$ cat config.mk
export PLATFORM = sky130hd
export DESIGN_NAME = ro_puf_pair_eval
export DESIGN_NICKNAME = d
export VERILOG_FILES = /design/src/rtl/ro_puf_pair_eval.sv
export SDC_FILE = /design/constraint.sdc
export NUM_CORES = 1
export LEC_CHECK = 0
export ABC_AREA = 1
export BUFFER_PORTS_ARGS = -buffer_cell sky130_fd_sc_hd__buf_2
export CELL_PAD_IN_SITES_DETAIL_PLACEMENT = 1
export CELL_PAD_IN_SITES_GLOBAL_PLACEMENT = 2
export CORE_MARGIN = 1
export CORE_UTILIZATION = 35
export DETAILED_ROUTE_END_ITERATION = 8
export GPL_TIMING_DRIVEN = 0
export PLACE_DENSITY_LB_ADDON = 0.1
export SLEW_MARGIN = 25
export SYNTH_ARGS = -nofsm -noshare
export SYNTH_HDL_FRONTEND = slang
export SYNTH_SLANG_ARGS = --single-unit
$ cat constraint.sdc
create_clock -name clk -period 5.6 [get_ports clk]
set_input_delay 1.68 -clock clk [delete_from_list [all_inputs] [get_ports clk]]
set_output_delay 1.68 -clock clk [all_outputs]
set_load 0.02 [all_outputs]
$ cat src/rtl/ro_puf_pair_eval.sv
// Ring-oscillator PUF pair evaluator: counts edges of two challenge-selected
// oscillators over a fixed clock window and returns the comparison bit.
module ro_puf_pair_eval #(
  parameter int NUM_RO     = 8,
  parameter int SEL_W      = 3,
  parameter int CNT_W      = 16,
  parameter int WINDOW     = 256,
  parameter int SETTLE_CYC = 4
) (
  input  logic              clk,
  input  logic              rst,
  input  logic [NUM_RO-1:0] ro_in,
  output logic              ro_enable,
  input  logic              start,
  input  logic [SEL_W-1:0]  sel_a,
  input  logic [SEL_W-1:0]  sel_b,
  output logic              busy,
  output logic              resp_valid,
  input  logic              resp_ready,
  output logic              resp_bit,
  output logic              resp_tie,
  output logic              resp_err,
  output logic [CNT_W-1:0]  count_a,
  output logic [CNT_W-1:0]  count_b,
  output logic [2:0]        dbg_state
);

  localparam logic [2:0] ST_IDLE    = 3'd0;
  localparam logic [2:0] ST_SETTLE  = 3'd1;
  localparam logic [2:0] ST_COUNT   = 3'd2;
  localparam logic [2:0] ST_COMPARE = 3'd3;
  localparam logic [2:0] ST_DONE    = 3'd4;

  localparam int TMR_MAX = (WINDOW > SETTLE_CYC) ? WINDOW : SETTLE_CYC;
  localparam int TMR_W   = $clog2(TMR_MAX + 1);
  localparam int PAD_W   = 1 << SEL_W;
  localparam logic [SEL_W:0] NUM_RO_L = NUM_RO[SEL_W:0];

  // Oscillator inputs are asynchronous: two-flop synchronizer plus edge-detect stage.
  logic [NUM_RO-1:0] sync1_q, sync2_q, dly_q;
  logic [NUM_RO-1:0] edge_pulse;
  logic [PAD_W-1:0]  pulse_pad;

  always_ff @(posedge clk or posedge rst) begin
    if (rst) begin
      sync1_q <= '0;
      sync2_q <= '0;
      dly_q   <= '0;
    end else begin
      sync1_q <= ro_in;
      sync2_q <= sync1_q;
      dly_q   <= sync2_q;
    end
  end

  assign edge_pulse = sync2_q & ~dly_q;

  always_comb begin
    pulse_pad               = '0;
    pulse_pad[NUM_RO-1:0]   = edge_pulse;
  end

  logic [2:0]       state_q, state_d;
  logic [TMR_W-1:0] tmr_q, tmr_d;
  logic [SEL_W-1:0] sel_a_q, sel_a_d, sel_b_q, sel_b_d;
  logic [CNT_W-1:0] cnt_a_q, cnt_a_d, cnt_b_q, cnt_b_d;
  logic [CNT_W-1:0] count_a_q, count_a_d, count_b_q, count_b_d;
  logic             resp_bit_q, resp_bit_d, resp_tie_q, resp_tie_d;
  logic             resp_err_q, resp_err_d, resp_valid_q, resp_valid_d;
  logic             busy_q, busy_d, ro_enable_q, ro_enable_d;
  logic             sel_ok, pulse_a, pulse_b;

  assign pulse_a = pulse_pad[sel_a_q];
  assign pulse_b = pulse_pad[sel_b_q];

  // Response handshake: resp_valid stays high with all response fields frozen
  // until the edge where resp_valid & resp_ready; resp_valid is low the next cycle.
  always_comb begin
    state_d    = state_q;
    tmr_d      = tmr_q;
    sel_a_d    = sel_a_q;
    sel_b_d    = sel_b_q;
    cnt_a_d    = cnt_a_q;
    cnt_b_d    = cnt_b_q;
    count_a_d  = count_a_q;
    count_b_d  = count_b_q;
    resp_bit_d = resp_bit_q;
    resp_tie_d = resp_tie_q;
    resp_err_d = resp_err_q;
    sel_ok     = (sel_a != sel_b) && ({1'b0, sel_a} < NUM_RO_L) &&
                 ({1'b0, sel_b} < NUM_RO_L);

    case (state_q)
      ST_IDLE: begin
        if (start) begin
          sel_a_d = sel_a;
          sel_b_d = sel_b;
          if (!sel_ok) begin
            resp_err_d = 1'b1;
            resp_bit_d = 1'b0;
            resp_tie_d = 1'b0;
            count_a_d  = '0;
            count_b_d  = '0;
            state_d    = ST_DONE;
          end else begin
            cnt_a_d = '0;
            cnt_b_d = '0;
            tmr_d   = TMR_W'(SETTLE_CYC - 1);
            state_d = ST_SETTLE;
          end
        end
      end
      ST_SETTLE: begin
        if (tmr_q == '0) begin
          tmr_d   = TMR_W'(WINDOW - 1);
          state_d = ST_COUNT;
        end else begin
          tmr_d = tmr_q - TMR_W'(1);
        end
      end
      ST_COUNT: begin
        // Counters saturate rather than wrap so an overflow never flips the answer.
        if (pulse_a && (cnt_a_q != '1)) cnt_a_d = cnt_a_q + CNT_W'(1);
        if (pulse_b && (cnt_b_q != '1)) cnt_b_d = cnt_b_q + CNT_W'(1);
        if (tmr_q == '0) begin
          state_d = ST_COMPARE;
        end else begin
          tmr_d = tmr_q - TMR_W'(1);
        end
      end
      ST_COMPARE: begin
        resp_err_d = 1'b0;
        resp_bit_d = (cnt_a_q > cnt_b_q);
        resp_tie_d = (cnt_a_q == cnt_b_q);
        count_a_d  = cnt_a_q;
        count_b_d  = cnt_b_q;
        state_d    = ST_DONE;
      end
      ST_DONE: begin
        if (resp_ready) state_d = ST_IDLE;
      end
      default: state_d = ST_IDLE;
    endcase

    busy_d       = (state_d != ST_IDLE);
    ro_enable_d  = (state_d == ST_SETTLE) || (state_d == ST_COUNT);
    resp_valid_d = (state_d == ST_DONE);
  end

  always_ff @(posedge clk or posedge rst) begin
    if (rst) begin
      state_q      <= ST_IDLE;
      tmr_q        <= '0;
      sel_a_q      <= '0;
      sel_b_q      <= '0;
      cnt_a_q      <= '0;
      cnt_b_q      <= '0;
      count_a_q    <= '0;
      count_b_q    <= '0;
      resp_bit_q   <= 1'b0;
      resp_tie_q   <= 1'b0;
      resp_err_q   <= 1'b0;
      resp_valid_q <= 1'b0;
      busy_q       <= 1'b0;
      ro_enable_q  <= 1'b0;
    end else begin
      state_q      <= state_d;
      tmr_q        <= tmr_d;
      sel_a_q      <= sel_a_d;
      sel_b_q      <= sel_b_d;
      cnt_a_q      <= cnt_a_d;
      cnt_b_q      <= cnt_b_d;
      count_a_q    <= count_a_d;
      count_b_q    <= count_b_d;
      resp_bit_q   <= resp_bit_d;
      resp_tie_q   <= resp_tie_d;
      resp_err_q   <= resp_err_d;
      resp_valid_q <= resp_valid_d;
      busy_q       <= busy_d;
      ro_enable_q  <= ro_enable_d;
    end
  end

  assign ro_enable  = ro_enable_q;
  assign busy       = busy_q;
  assign resp_valid = resp_valid_q;
  assign resp_bit   = resp_bit_q;
  assign resp_tie   = resp_tie_q;
  assign resp_err   = resp_err_q;
  assign count_a    = count_a_q;
  assign count_b    = count_b_q;
  assign dbg_state  = state_q;

endmodule

==> results.md <==
* Final Total Pwr at 0.002883 W
* Flop pwr share at 37.9%
* N_diodes at 0
* Min-Delay Path Class: reg2reg
* Actual transition at the worst max-transition pin at 0.7450 ns
* Fin. max-slew vios at 0
* Largest net degree at the start of global routing at 71
* Commonest cells after routing, fill and taps aside: nand2_1 (233), dfrtp_1 (112), nand3_1 (83), inv_1 (74), buf_2 (62)
* Longest Clk Path Bufs at 2
* Final setup viols at 0
* Worst hold start: sync1_q[1]
* Synth area leaders: dfrtp_1 (49%), nand2_1 (15%), nand3_1 (7.2%)
* Fin Setup TNS at 0 ns
* CTS tree: yes
* Iter 0 DRT Violations at 183
* First-pass GRT wire length at 27.52 mm
* Final hold violation count at 0
* Setup crit start: sel_b[1]
* Worst path max stage delay at 0.23 ns
* Comb power frac at 38.9%
* Power density cells at 434.5 nW/um^2
* # H-tree levels at 3
* Mapped cell area at 5737 um^2
* Max FO, Critical Path at 10
* Core Region at 15940 um^2
* Worst r2r src: dbg_state[2]
* Drt total wl at 16.40 mm
* Primary FF master, synth: dfrtp_1
* Layout cells sized above 1 at 12.81%
* Nets at 837
* Sw Share at 43.01%
* Number of detailed-route iterations in the first pass at 4
* Root Buffer: clkbuf_16
* Crit path time final at 2.763 ns
* Hold buffers post-CTS at 0
* Synthesized net count at 767
* NetSw at 0.001240 W
* Post-route insts no fill at 1020
* Cell taking the most area after synthesis: dfrtp_1
* Die Width at 130.0 um
* DR WL/cell at 16.07 um
* Remaining Overflow, GRT at 0
* Highest Clock Rate at 361.9 MHz
* Syn Area/Cell at 7.869 um^2
* Critical path type: in2reg
* Final Wtd Congestion at 0.8144
* Vias per inst at 4.936
* Syn Inst Count at 729
* Crit path capture type: flip-flop
* Number of global-route vias before repair at 5255
* Setup crit start kind: input pin
* DRC Markers at 0
* Placed cell count at 1004
* Most common cell after layout, fill and taps aside: nand2_1
* Initial core utilization at 35.98%
* Crit share post-route at 49.35%
* Placed wire-length estimate at 12.37 mm
* Final Cell Area at 6635 um^2
* Post-CTS Setup Repair Bufs at 0
* Leak Pwr at 3.281 nW
* Post-synth EDFFs at 0
* Fraction of registers with async set/reset at 100.0%
* Port Buf Inserts at 58
* Yosys top cell area share at 48.85%
* Post-synthesis cell type count at 32
* Status: finished clean
* IO Count at 59
* VDD IR max at 175.3 uV
* CTS Buf Count at 9
* Slew margin rel. at 50.33%
* Worst path slowest cell: nor2_1
* Clk sink count at 112
* Final setup skew at 0.01160 ns
* GRT Util Overall at 21.37%
* Clk pwr share at 23.3%
* Skew-Pair Late Insertion Delay at 0.37 ns
* Post-CTS Resized at 0
* Die height at 130.0 um
* Cells along the critical path: buf_2, xor2_1, nor2_1, nand3_2, nand2_1, inv_2, buf_2, nand2_1, o21ai_0
* Flop2flop setup slack at 3.56 ns
* Clock transition at the registers of the reported paths at 0.09 ns
* RSZ-0062 raised after global routing: no
* Sequential fraction of the synthesis area at 48.85%
* Post-DP Area at 6330 um^2
* Row count at 46
* CP Data Arrival Time at 2.98 ns
* CP required at 5.82 ns
* Die footprint at 16910 um^2
* Routed Antenna Nets at 0
* Area Overhead vs Synth at 15.66%
* Antenna violations before repair at 0
* Yosys reg bits at 112
* Maxcap violations at 0
* Yosys warns at 0
* Int Pwr at 0.001643 W
* Vias after detailed routing at 5035
sequential cells by signal (all words and copies together), names as in the netlist, 3 cells and up:
signal / cells
cnt_a_q: 16
cnt_b_q: 16
count_a: 16
count_b: 16
dbg_state: 3
dly_q: 8
sel_a_q: 3
sel_b_q: 3
sync1_q: 8
sync2_q: 8
tmr_q: 9
path summary, 6_finish.rpt:
path                               end  cells after the start
max                        count_b[11]                      9
min                         sync2_q[1]                      0
max reg2reg                 cnt_a_q[8]                      6
min reg2reg                 sync2_q[1]                      0
max in group asynchronous   cnt_a_q[9]                      3
min in group asynchronous   sync1_q[2]                      2
Yosys cell counts (2+ instances only):
master	instances
nand4_1	8
buf_4	3
a21oi_1	17
o21ai_1	5
clkbuf_1	8
nand3b_1	3
nand3_1	83
a31oi_1	3
nor3_2	2
inv_2	4
xor2_1	10
nor2_4	2
buf_6	2
nand2_2	4
buf_2	4
xnor2_1	2
ha_1	20
nor3_1	12
o21ai_0	51
nand2_1	233
inv_1	75
o211ai_1	2
dfrtp_1	112
nor2_1	56
critical path: cells and delay by family:
| family | cells | cell delay [ns] |
|---|---|---|
| buffers and inverters | 3 | 0.45 |
| and+or+nand+nor | 4 | 0.61 |
| AOI/OAI and AO/OA | 1 | 0.08 |
| xor gates and xnor gates | 1 | 0.15 |
final cells by class:
cell class              count  area [um^2]
clock inverters             7        80.08
well taps                 216        270.3
clock buffers               9        225.2
repair buffers             59        317.8
multi-input cells         521         2542
fillers                  1982         9308
flip-flops and latches    112         2803
plain buffers              17        95.09
inverters                  79        301.5
power groups by stage:
stage	clock [W]	sequential [W]	combinational (W)
after floorplan	0	0.00122	0.000639
after global placement	0	0.00110	0.00111
after detailed placement	0	0.00111	0.00114
after CTS	0.000692	0.00109	0.00114
after global routing	0.000723	0.00112	0.00127
final	0.000670	0.00109	0.00112
stage by stage:
stage          setup slack, ns  hold WS (ns)  util (%)
5_1_grt                  2.702        0.3605     41.62
3_3_place_gp           -0.4480        0.3336     39.50
6_report                 2.837        0.3553     41.62
2_1_floorplan           0.9610        0.3312         -
3_5_place_dp             2.448        0.3386     39.70
4_1_cts                  2.818        0.3582     41.62
cell families after synthesis:
logic type | synth area share (%)
simple gates | 30.88
flops | 48.85
buf+inv | 6.827
compound gates | 7.241
fa+ha+maj | 4.362
xor+xnor | 1.832
per-layer routing:
metal / global-route usage [%] / wire [um]
met1: 27.66 / 7715
met2: 36.55 / 7955
met3: 3.854 / 475
met4: 5.882 / 248
met5: 0 / 0
Note: power is estimated with default switching activity, not from simulation.
